<file path="config.mk">
export PLATFORM = sky130hd
export DESIGN_NAME = shiftreg_uni
export DESIGN_NICKNAME = d
export VERILOG_FILES = /design/src/rtl/shiftreg_uni.sv
export SDC_FILE = /design/constraint.sdc
export NUM_CORES = 1
export LEC_CHECK = 0
export CAP_MARGIN = 20
export CORE_MARGIN = 2
export CORE_UTILIZATION = 30
export CTS_CLUSTER_DIAMETER = 100
export DETAILED_ROUTE_END_ITERATION = 10
export PLACE_DENSITY_LB_ADDON = 0.12
export SYNTH_ARGS = -nofsm -noshare
export SYNTH_HDL_FRONTEND = slang
export SYNTH_SLANG_ARGS = --single-unit
</file>
<file path="constraint.sdc">
create_clock -name clock -period 6.15 [get_ports clock]
set_clock_uncertainty 0.15 [all_clocks]
set_input_delay 1.845 -clock clock [delete_from_list [all_inputs] [get_ports clock]]
set_output_delay 1.845 -clock clock [all_outputs]
set_load 0.05 [all_outputs]
</file>
<file path="src/rtl/shiftreg_uni.sv">
// Parametrised universal shift register: logical/rotate/arithmetic shifts in either
// direction, plus a multi-step engine that performs `amount` steps with busy/done.
module shiftreg_uni #(
   parameter int unsigned      WIDTH  = 8,
   parameter int unsigned      CNT_W  = 4,
   parameter logic [WIDTH-1:0] SVALUE = '1
) (
   input  logic             clock,
   input  logic             aclr_n,
   input  logic             enable,
   input  logic             sclr,
   input  logic             sset,
   input  logic             load,
   input  logic [WIDTH-1:0] data,
   input  logic             dir,
   input  logic [1:0]       mode,
   input  logic             shiftin,
   input  logic             start,
   input  logic [CNT_W-1:0] amount,
   output logic             busy,
   output logic             done,
   output logic             shiftout,
   output logic [WIDTH-1:0] q
);

   typedef enum logic {IDLE, RUN} state_t;

   state_t           r_state, w_state;
   logic [WIDTH-1:0] r_q, w_q;
   logic [CNT_W-1:0] r_cnt, w_cnt;
   logic             r_dir, w_dir;
   logic [1:0]       r_mode, w_mode;
   logic             r_done, w_done;

   // Mode 2'b11 falls through to logical behaviour.
   function automatic logic [WIDTH-1:0] f_step(input logic [WIDTH-1:0] v, input logic d,
                                                input logic [1:0] m, input logic si);
      logic [WIDTH-1:0] r;
      if (!d) begin
         case (m)
            2'b01:   r = {v[WIDTH-2:0], v[WIDTH-1]};
            2'b10:   r = {v[WIDTH-2:0], 1'b0};
            default: r = {v[WIDTH-2:0], si};
         endcase
      end else begin
         case (m)
            2'b01:   r = {v[0], v[WIDTH-1:1]};
            2'b10:   r = {v[WIDTH-1], v[WIDTH-1:1]};
            default: r = {si, v[WIDTH-1:1]};
         endcase
      end
      return r;
   endfunction

   always_comb begin
      w_state = r_state;
      w_q     = r_q;
      w_cnt   = r_cnt;
      w_dir   = r_dir;
      w_mode  = r_mode;
      w_done  = 1'b0;
      if (enable) begin
         if (r_state == IDLE) begin
            if (sclr)      w_q = '0;
            else if (sset) w_q = SVALUE;
            else if (load) w_q = data;
            else if (start) begin
               if (amount == '0) begin
                  w_done = 1'b1;
               end else begin
                  w_state = RUN;
                  w_cnt   = amount;
                  w_dir   = dir;
                  w_mode  = mode;
               end
            end else begin
               w_q = f_step(r_q, dir, mode, shiftin);
            end
         end else begin
            // sclr/sset abort the run without a done pulse; load/start are ignored here.
            if (sclr) begin
               w_q     = '0;
               w_state = IDLE;
               w_cnt   = '0;
            end else if (sset) begin
               w_q     = SVALUE;
               w_state = IDLE;
               w_cnt   = '0;
            end else begin
               w_q   = f_step(r_q, r_dir, r_mode, shiftin);
               w_cnt = r_cnt - CNT_W'(1);
               if (r_cnt == CNT_W'(1)) begin
                  w_state = IDLE;
                  w_done  = 1'b1;
               end
            end
         end
      end
   end

   always_ff @(posedge clock or negedge aclr_n) begin
      if (!aclr_n) begin
         r_state <= IDLE;
         r_q     <= '0;
         r_cnt   <= '0;
         r_dir   <= 1'b0;
         r_mode  <= 2'b00;
         r_done  <= 1'b0;
      end else begin
         r_state <= w_state;
         r_q     <= w_q;
         r_cnt   <= w_cnt;
         r_dir   <= w_dir;
         r_mode  <= w_mode;
         r_done  <= w_done;
      end
   end

   assign q        = r_q;
   assign busy     = (r_state == RUN);
   assign done     = r_done;
   assign shiftout = dir ? r_q[0] : r_q[WIDTH-1];

endmodule

</file>
Yosys cells after proc, flatten, opt, wreduce, memory -nomap -nowiden:

Index checks and enable logic that the tools add are counted.

* input port bits: 23
* output and inout bits: 11
* bits in registers: 17

* mux-type cells: 41
* reductions and logical operators: 6
* $add $sub $neg: 1
* bitwise gates (word level): 5
* equal/unequal tests: 12

Operators with widths (number)
* 2-to-1 mux 8 bit: 9
* 2-to-1 mux 4 bit: 8
* case mux 8 bit (2 select lines): 2
* 2-to-1 mux 1 bit: 20
* AND reduction 7 bit: 1
* inequality test 2 x 1 -> 1 bit (second input constant): 3
* inequality test 6 bit (second input constant): 1
* AND reduction 6 bit: 1
* inequality test 5 x 4 -> 1 bit (second input constant): 1
* inequality test 5 bit (second input constant): 1
* inverter 1 bit: 5
* equality test 2 x 1 -> 1 bit (second input constant): 2
* equality test 2 bit (second input constant): 2
* equality test 4 x 1 -> 1 bit (second input constant): 1
* logical NOT 4 bit: 1
* case mux 1 bit (2 select lines): 2
* AND reduction 4 bit: 1
* subtractor 4 x 1 -> 4 bit (second input constant): 1
* inequality test 2 bit (second input constant): 1
* AND reduction 2 bit: 1
* nonzero test 2 bit: 1

Logic depth before layout (Yosys ltp):

Gate-level depths: netlist of run 1.

* depth in word-level cells: 8
* mapped depth: 6

Worst setup path before layout of run 1:

No wires, ideal clock.

* path kind: input to output
* start point: in dir
* end point: out shiftout
* buffers on the path: 1
* setup slack: 1.468 ns
* stages: 2
* arrival: 2.687 ns
* cell sequence: buf_1 mux2_1

* word-level cells in the longest chain between the ends: 1

Ends and longest elaborated chain
* start: declaration: RTL line 15 `input logic dir,`
* 2-to-1 mux 1 bit: RTL line 122 `assign shiftout = dir ? r_q[0] : r_q[WIDTH-1];`
* end: declaration: RTL line 22 `output logic shiftout,`

No other way between the ends.

Worst setup path in the final report of run 1:

Same ends and word-level chain as after synthesis.

==> results of run 1 <==
[state kept, by name, indices dropped and copies added, names as in the netlist]
register	count
done	1
busy	1
r_mode	2
q	8
r_cnt	4
r_dir	1
[worst max-delay path, delay by kind of cell]
kind / cells / cell delay (ns)
multiplexers: 1 / 0.33
buffers and inverters: 2 / 1.20
[logic make-up after synthesis]
group	after synthesis	synth area share, %
buf+inv	20	6.51
simple gates	25	13.0
compound gates	45	21.8
flops	17	31.6
fa+ha+maj	6	5.58
mux	27	21.5
[layout by cell type, fill, tap and decap left out, types with 2 or more instances in the layout]
cell,count
a21o_1,2
a21oi_1,11
a221oi_1,2
a22o_1,7
a31oi_1,2
clkbuf_8,3
clkdlybuf4s50_1,33
dfrtp_1,17
ha_1,6
inv_1,9
mux2_1,13
mux2_2,2
mux2i_1,12
nand2b_1,2
nand3b_1,2
nor2_1,2
nor3_1,3
nor3b_1,3
o21ai_0,7
o21ai_1,5
o21ai_2,2
[layer usage]
| layer | GRT usage (%) | vias to the layer above |
|---|---|---|
| met2 | 25.2 | 23 |
| li1 | - | 579 |
| met4 | 4.40 | 0 |
| met5 | 0 | - |
| met3 | 1.99 | 4 |
| met1 | 20.0 | 575 |
[stage by stage]
step | setup WS, ns | cell area (µm²) | instances
after floorplan | 1.47 | 1350 | 140
after global placement | 0.767 | 1700 | 216
after detailed placement | 0.773 | 1700 | 216
after CTS | 0.766 | 1740 | 220
after global routing | 0.736 | 1740 | 220
final | 0.774 | 1740 | 220
[path summary, 6_finish.rpt]
path,from,to,slack [ns],cells past startpoint
min reg2reg,r_cnt[1]$_DFFE_PN0P_,r_cnt[1]$_DFFE_PN0P_,0.39,1
max,dir,shiftout,0.77,3
max reg2reg,busy$_DFFE_PN0P_,r_dir$_DFFE_PN0P_,3.74,4
max in group asynchronous,aclr_n,done$_DFF_PN0_,3.41,1
min,r_cnt[1]$_DFFE_PN0P_,r_cnt[1]$_DFFE_PN0P_,0.39,1
min in group asynchronous,aclr_n,q[3]$_DFFE_PN0P_,1.92,1
[area by class of cell]
class                      count  area [µm²]  area share (%)
tap                           52        65.1            3.73
inverter                      10        37.5            2.15
timing repair buffer          34         338            19.4
multi-input combinational    103         832            47.7
sequential                    17         425            24.4
clock buffer                   4        45.0            2.58
[report_power, final]
group | internal [µW] | switching, µW | total, µW
Clock | 46.1 | 41.8 | 87.9
Sequential | 130 | 27.5 | 158
Combinational | 70.9 | 75.4 | 146
==> metrics.yaml, run 1 <==
grt:
  grt_pass1_wl_um: 6020
  grt_pass1_vias: 1246
  track_usage_pct: 14.9
  grt_max_degree: 29
  gr-total-overflow: 0
  antenna_found_initial: 0
yosys:
  synth_edf_count: 0
  synth.top_cells.by_count: "dfrtp_1, mux2_1, mux2i_1"
  yosysWarnings: 0
  ys_seq_area_share_pct: 31.6
  syn_nets: 169
  synth.distinct_cells: 45
  synth_top_area_share_pct: 31.6
  syn_area_um2: 1350
  yosys-top-cells-area: "dfrtp_1, mux2_1, mux2i_1, ha_1, a22o_1"
  synth_ff_type: "dfrtp_1"
  syn_inst: 140
  ys_ff_latch: 17
  avgSynthCellArea_um2: 9.61
  yosysMostFrequentCell: "dfrtp_1"
  ys_async_sr_fraction_pct: 100
  synth_top_cell_by_area: "dfrtp_1"
clock_tree:
  cts_tree: "built"
  ctsHoldBuffers: 0
  clk_latency_ns: 0.25
  post_cts_buffers: 0
  htreeDepth: 1
  numClockSinks: 17
  clk_path_buf_depth: 2
  cts.clk_slew.worst_paths_ns: 0.07
  ctsResizeCount: 0
  cts_made_buffers: 3
  clockRootBuffer: "clkbuf_8"
timing:
  tightest_slew_ns: 0.854
  max_freq_ghz: 0.186
  rsz0062_at_grt: "false"
  max-slew-margin-rel_pct: 43.1
  slew_violations: 0
  min_period_over_period_pct: 87.4
  min_period_ns: 5.38
  fin_setup_tns_ns: 0
  setup_viol: 0
  hold_violations: 0
  whs_ns: 0.387
worst_setup_path:
  cp-end-kind: "primary output"
  cp_slowest_cell: "clkdlybuf4s50_1"
  crit_path_frequent_cell: "clkdlybuf4s50_1"
  max_stage_delay_ns: 0.70
  arrival_ns: 3.38
  crit_type: "in2out"
  worstPathCellList: "clkdlybuf4s50_1 > mux2_1 > clkdlybuf4s50_1"
  worstPathRequired_ns: 4.16
  start_kind: "primary input"
  cp_max_fo: 2
route:
  drc: 0
  top_layer: "met4"
  routedWlPerCell_um: 16.2
  wl_met3_um: 109
  viasPerCell: 5.37
  drtIter0Drc: 54
  drt-met1-wl_um: 1650
  postRouteWirelength_um: 3570
  drt-pass1-iter-count: 4
  wl_met2_um: 1770
  ant_nets: 0
  num_vias: 1181
die:
  start_util_pct: 31.1
  die_area_um2: 5040
  die_w_um: 71.0
  io_pins: 34
  core_um2: 4320
  chipHeight_um: 71.0
  rows: 24
final_layout:
  nets: 198
  fillers: 442
  syn2layout_area_growth_pct: 29.6
  final_util_pct: 40.3
  diodes: 0
  drive_gt1_share_pct: 5.95
status:
  status: "completed"
place:
  hpwl_um: 2620
  routabilityCongestion: 0.837
  portBuffers: 33
power:
  max-vdd-ir-drop_uv: 98.3
  p_total_uw: 392
  leakagePower_uw: 0.000742
  power.density_nw_per_um2: 225
job:
  max-cap-violations: 0
hold_path:
  hp-class: "reg2reg"
Power figures use the tool's default switching activity.
==> run 2: changes to the inputs <==
--- a/config.mk
+++ b/config.mk
@@ -5,6 +5,7 @@
 export SDC_FILE = /design/constraint.sdc
 export NUM_CORES = 1
 export LEC_CHECK = 0
+export ABC_AREA = 1
 export CAP_MARGIN = 20
 export CORE_MARGIN = 2
 export CORE_UTILIZATION = 30
==> metrics.yaml, run 2 <==
yosys:
  synth_top_cell_by_area: "dfrtp_1"  # unchanged
  syn_inst: 206  # was 140
  yosys-top-cells-area: "dfrtp_1, nand2_1, inv_1, a21oi_1, ha_1"  # was dfrtp_1, mux2_1, mux2i_1, ha_1, a22o_1
  ys_seq_area_share_pct: 31.0  # was 31.6%
  synth_top_area_share_pct: 31.0  # was 31.6%
  synth.top_cells.by_count: "nand2_1, inv_1, a21oi_1, dfrtp_1, o21ai_0"  # was dfrtp_1, mux2_1, mux2i_1
  syn_area_um2: 1370  # was 1350 µm²
  synth.distinct_cells: 23  # was 45
  yosysMostFrequentCell: "nand2_1"  # was dfrtp_1
  synth_ff_type: "dfrtp_1"  # unchanged
  synth_edf_count: 0  # unchanged
  syn_nets: 235  # was 169
  ys_ff_latch: 17  # unchanged
  ys_async_sr_fraction_pct: 100  # unchanged
  yosysWarnings: 0  # unchanged
  avgSynthCellArea_um2: 6.67  # was 9.61 µm²
final_layout:
  largest_reg_flops: 8  # unchanged
  final_cell_mix: "nand2_1, clkdlybuf4s50_1, inv_1"  # was clkdlybuf4s50_1, dfrtp_1, mux2_1
  nets: 269  # was 198
  fillers: 479  # was 442
  design_area_um2: 1780  # was 1740 µm²
  multiInputGateArea_um2: 778  # was 832 µm²
  final_common_cell: "nand2_1"  # was clkdlybuf4s50_1
  final_util_pct: 40.7  # was 40.3%
  syn2layout_area_growth_pct: 29.9  # was 29.6%
  seq_area_um2: 425  # unchanged
  drive_gt1_share_pct: 7.53  # was 5.95%
  diodes: 0  # unchanged
  stdcell_count: 291  # was 220
route:
  routedWlPerCell_um: 12.4  # was 16.2 µm
  drc: 0  # unchanged
  viasPerCell: 4.78  # was 5.37
  drtIter0Drc: 112  # was 54
  num_vias: 1390  # was 1181
  postRouteWirelength_um: 3610  # was 3570 µm
  ant_nets: 0  # unchanged
  drt-pass1-iter-count: 4  # unchanged
place:
  routabilityCongestion: 0.818  # was 0.837
  dp.cells: 287  # was 216
  portBuffers: 33  # unchanged
  post_dp_cell_area_um2: 1740  # was 1700 µm²
  hpwl_um: 2820  # was 2620 µm
clock_tree:
  post_cts_buffers: 0  # unchanged
  htreeDepth: 1  # unchanged
  cts_tree: "built"  # unchanged
  cts.clk_slew.worst_paths_ns: 0.06  # was 0.07 ns
  clockRootBuffer: "clkbuf_8"  # unchanged
  clk_path_buf_depth: 2  # unchanged
  ctsHoldBuffers: 0  # unchanged
  cts_made_buffers: 3  # unchanged
  clk_latency_ns: 0.25  # about the same
  ctsResizeCount: 0  # unchanged
  numClockSinks: 17  # unchanged
die:
  die_area_um2: 5140  # was 5040 µm²
  io_pins: 34  # unchanged
  chipHeight_um: 71.7  # was 71.0 µm
  rows: 24  # unchanged
  core_um2: 4380  # was 4320 µm²
  start_util_pct: 31.3  # was 31.1%
  die_w_um: 71.7  # was 71.0 µm
grt:
  track_usage_pct: 15.6  # was 14.9%
  antenna_found_initial: 0  # unchanged
  grt_max_degree: 19  # was 29
  grt_pass1_wl_um: 6330  # was 6020 µm
  grt_pass1_vias: 1340  # was 1246
  gr-total-overflow: 0  # unchanged
timing:
  max_freq_ghz: 0.190  # was 0.186 GHz
  tightest_slew_ns: 0.773  # was 0.854 ns
  setup_viol: 0  # unchanged
  min_period_over_period_pct: 85.7  # was 87.4%
  min_period_ns: 5.27  # was 5.38 ns
  max-slew-margin-rel_pct: 48.3  # was 43.1%
  rsz0062_at_grt: "false"  # unchanged
  fin_setup_tns_ns: 0  # unchanged
  slew_violations: 0  # unchanged
  hold_violations: 0  # unchanged
power:
  power.density_nw_per_um2: 231  # was 225 nW/µm²
  max-vdd-ir-drop_uv: 85.8  # was 98.3 µV
  leakagePower_uw: 0.000835  # was 0.000742 µW
hold_path:
  hp-class: "reg2reg"  # unchanged
  holdCritStartpoint: "r_mode[0]$_DFFE_PN0P_"  # was r_cnt[1]$_DFFE_PN0P_
worst_setup_path:
  worstPathRequired_ns: 4.16  # about the same
  arrival_ns: 3.27  # was 3.38 ns
  startpoint: "dir"  # unchanged
  r2r-start: "busy$_DFFE_PN0P_"  # unchanged
  cp-end-kind: "primary output"  # unchanged
  cp_max_fo: 3  # was 2
  crit_type: "in2out"  # unchanged
  start_kind: "primary input"  # unchanged
job:
  max-cap-violations: 0  # unchanged
status:
  status: "completed"  # unchanged
## run 2: power breakdown
part	total, µW	switching, µW	leakage, µW	internal [µW]
combinational	170	103	0.000594	66.8
sequential	158	25.8	0.000218	132
clock	84.2	38.2	0.0000228	46.0
total	412	167	0.000835	245
## run 2: cell type report
class / instances / area share [%]
timing repair buffer: 34 / 18.9
clock buffer: 4 / 2.52
multi-input combinational: 151 / 43.6
sequential: 17 / 23.8
inverter: 33 / 7.43
tap: 52 / 3.65
## run 2: path summary, 6_finish.rpt
| path | end | slack, ns | depth (start not counted) |
|---|---|---|---|
| worst min-delay path | r_mode[0]$_DFFE_PN0P_ | 0.37 | 2 |
| min in group asynchronous | r_mode[1]$_DFFE_PN0P_ | 1.90 | 1 |
| worst max-delay path | shiftout | 0.88 | 4 |
| worst max register to register | q[7]$_DFFE_PN0P_ | 4.50 | 5 |
| worst min register to register | r_mode[0]$_DFFE_PN0P_ | 0.37 | 2 |
| max in group asynchronous | q[6]$_DFFE_PN0P_ | 3.47 | 1 |
## run 2: logic make-up (layout without fill, tap and decap cells)
kind of cell	count (synthesis)	after routing	share of synthesized area, %
buffers and inverters	38	71	12.4
AOI/OAI and AO/OA	55	55	22.7
and+or+nand+nor	89	89	27.9
DFF	17	17	31.0
xor gates and xnor gates	1	1	0.638
adders and majority gates	6	6	5.46
## run 2: worst max-delay path, cell delays in order
cell,delay (ns)
clkdlybuf4s50_1,0.49
nand2_1,0.05
o21ai_0,0.07
clkdlybuf4s50_1,0.82
## run 2: per-layer routing
layer	part of all wire, %	global-route usage [%]	routed length [µm]
met2	44	24.0	1580
met1	51	22.9	1840
met5	0	0	0
met4	0.69	3.14	25
met3	4.4	3.09	160
## run 2: per-stage QoR
step,hold slack (ns),setup slack (ns),total power (µW)
3_5_place_dp,0.364,0.888,331
5_1_grt,0.401,0.728,448
6_report,0.370,0.881,412
3_3_place_gp,0.364,0.888,331
2_1_floorplan,0.328,0.891,273
4_1_cts,0.381,0.871,418
==> run 3: changes to the inputs <==
--- a/config.mk
+++ b/config.mk
@@ -7,7 +7,7 @@
 export LEC_CHECK = 0
 export ABC_AREA = 1
 export CAP_MARGIN = 20
-export CORE_MARGIN = 2
+export CORE_MARGIN = 1
 export CORE_UTILIZATION = 30
 export CTS_CLUSTER_DIAMETER = 100
 export DETAILED_ROUTE_END_ITERATION = 10
==> metrics.yaml, run 3 (synthesis results as in run 2) <==
worst_setup_path:
  cp-end-kind: "primary output"  # unchanged
  arrival_ns: 3.26  # was 3.27 ns
  crit_type: "in2out"  # unchanged
  cp_max_fo: 3  # unchanged
  worstPathRequired_ns: 4.16  # about the same
  start_kind: "primary input"  # unchanged
grt:
  antenna_found_initial: 0  # unchanged
  track_usage_pct: 16.8  # was 15.6%
  grt_pass1_vias: 1310  # was 1340
  grt_max_degree: 19  # unchanged
  gr-total-overflow: 0  # unchanged
  grt_pass1_wl_um: 6440  # was 6330 µm
route:
  drt-pass1-iter-count: 4  # unchanged
  num_vias: 1403  # was 1390
  drtIter0Drc: 104  # was 112
  viasPerCell: 4.82  # was 4.78
  routedWlPerCell_um: 12.8  # was 12.4 µm
  drc: 0  # unchanged
  postRouteWirelength_um: 3730  # was 3610 µm
  ant_nets: 0  # unchanged
clock_tree:
  clk_latency_ns: 0.26  # was 0.25 ns
  numClockSinks: 17  # unchanged
  ctsHoldBuffers: 0  # unchanged
  cts.clk_slew.worst_paths_ns: 0.07  # was 0.06 ns
  cts_made_buffers: 3  # unchanged
  cts_tree: "built"  # unchanged
  clk_path_buf_depth: 2  # unchanged
  post_cts_buffers: 0  # unchanged
  clockRootBuffer: "clkbuf_8"  # unchanged
  htreeDepth: 1  # unchanged
  ctsResizeCount: 0  # unchanged
timing:
  min_period_ns: 5.26  # was 5.27 ns
  min_period_over_period_pct: 85.5  # was 85.7%
  tightest_slew_ns: 0.840  # was 0.773 ns
  setup_viol: 0  # unchanged
  hold_violations: 0  # unchanged
  post-route-worst-setup-slack_ns: 0.890  # was 0.881 ns
  fin_setup_tns_ns: 0  # unchanged
  slew_violations: 0  # unchanged
  max-slew-margin-rel_pct: 43.8  # was 48.3%
  whs_ns: 0.379  # was 0.370 ns
  max_freq_ghz: 0.190  # about the same
  rsz0062_at_grt: "false"  # unchanged
final_layout:
  fillers: 483  # was 479
  diodes: 0  # unchanged
  nets: 269  # unchanged
  final_cell_mix: "nand2_1, clkdlybuf4s50_1, inv_1"  # unchanged
  final_common_cell: "nand2_1"  # unchanged
  syn2layout_area_growth_pct: 29.9  # unchanged
  largest_reg_flops: 8  # unchanged
  drive_gt1_share_pct: 7.53  # unchanged
die:
  start_util_pct: 31.3  # unchanged
  chipHeight_um: 69.7  # was 71.7 µm
  die_w_um: 69.7  # was 71.7 µm
  io_pins: 34  # unchanged
  rows: 24  # unchanged
  die_area_um2: 4850  # was 5140 µm²
  core_um2: 4380  # unchanged
hold_path:
  hp-class: "reg2reg"  # unchanged
power:
  max-vdd-ir-drop_uv: 98.0  # was 85.8 µV
  leakagePower_uw: 0.000835  # unchanged
  power.density_nw_per_um2: 233  # was 231 nW/µm²
place:
  routabilityCongestion: 0.820  # was 0.818
  hpwl_um: 2830  # was 2820 µm
  dp_slack_ns: 0.879  # was 0.888 ns
  portBuffers: 33  # unchanged
status:
  status: "completed"  # unchanged
job:
  max-cap-violations: 0  # unchanged
-- run 3: worst max-delay path, cell delays in order --
cell and delay (ns):
clkdlybuf4s50_1 0.49, nand2_1 0.05, o21ai_0 0.07, clkdlybuf4s50_1 0.82
-- run 3: area by class of cell --
cell class	count	area, µm²	share of cell area, %
Multi-Input combinational cell	151	778	43.6
Sequential cell	17	425	23.8
Tap cell	52	65.1	3.65
Clock buffer	4	45.0	2.52
Inverter	33	133	7.43
Timing Repair Buffer	34	338	18.9
-- run 3: final timing paths --
kind / from / end / slack [ns] / depth (start not counted)
max: dir / shiftout / 0.89 / 4
min: r_mode[0]$_DFFE_PN0P_ / r_mode[0]$_DFFE_PN0P_ / 0.38 / 2
max reg2reg: busy$_DFFE_PN0P_ / q[7]$_DFFE_PN0P_ / 4.49 / 5
min reg2reg: r_mode[0]$_DFFE_PN0P_ / r_mode[0]$_DFFE_PN0P_ / 0.38 / 2
max in group asynchronous: aclr_n / r_cnt[1]$_DFFE_PN0P_ / 3.42 / 1
min in group asynchronous: aclr_n / q[1]$_DFFE_PN0P_ / 1.92 / 1
-- run 3: through the flow --
stage,power (µW),std cells,instance area [µm²],utilization [%]
floorplan,273,206,1370,-
global placement,330,287,1740,39.7
detailed placement,330,287,1740,39.7
CTS,421,291,1780,40.7
global route,449,291,1780,40.7
finish,415,291,1780,40.7
-- run 3: per-layer routing --
metal  wire (µm)  GRT usage, %  part of all wire, %
met1        1930          24.7                   52
met2        1660          25.1                   45
met3         120          3.63                  3.2
met4          10          3.78                 0.27
met5           0             0                    0
-- run 3: power by group --
group,switching [µW],total (µW),internal [µW]
registers,25.5,158,132
logic,103,170,66.7
clock network,41.3,87.4,46.1
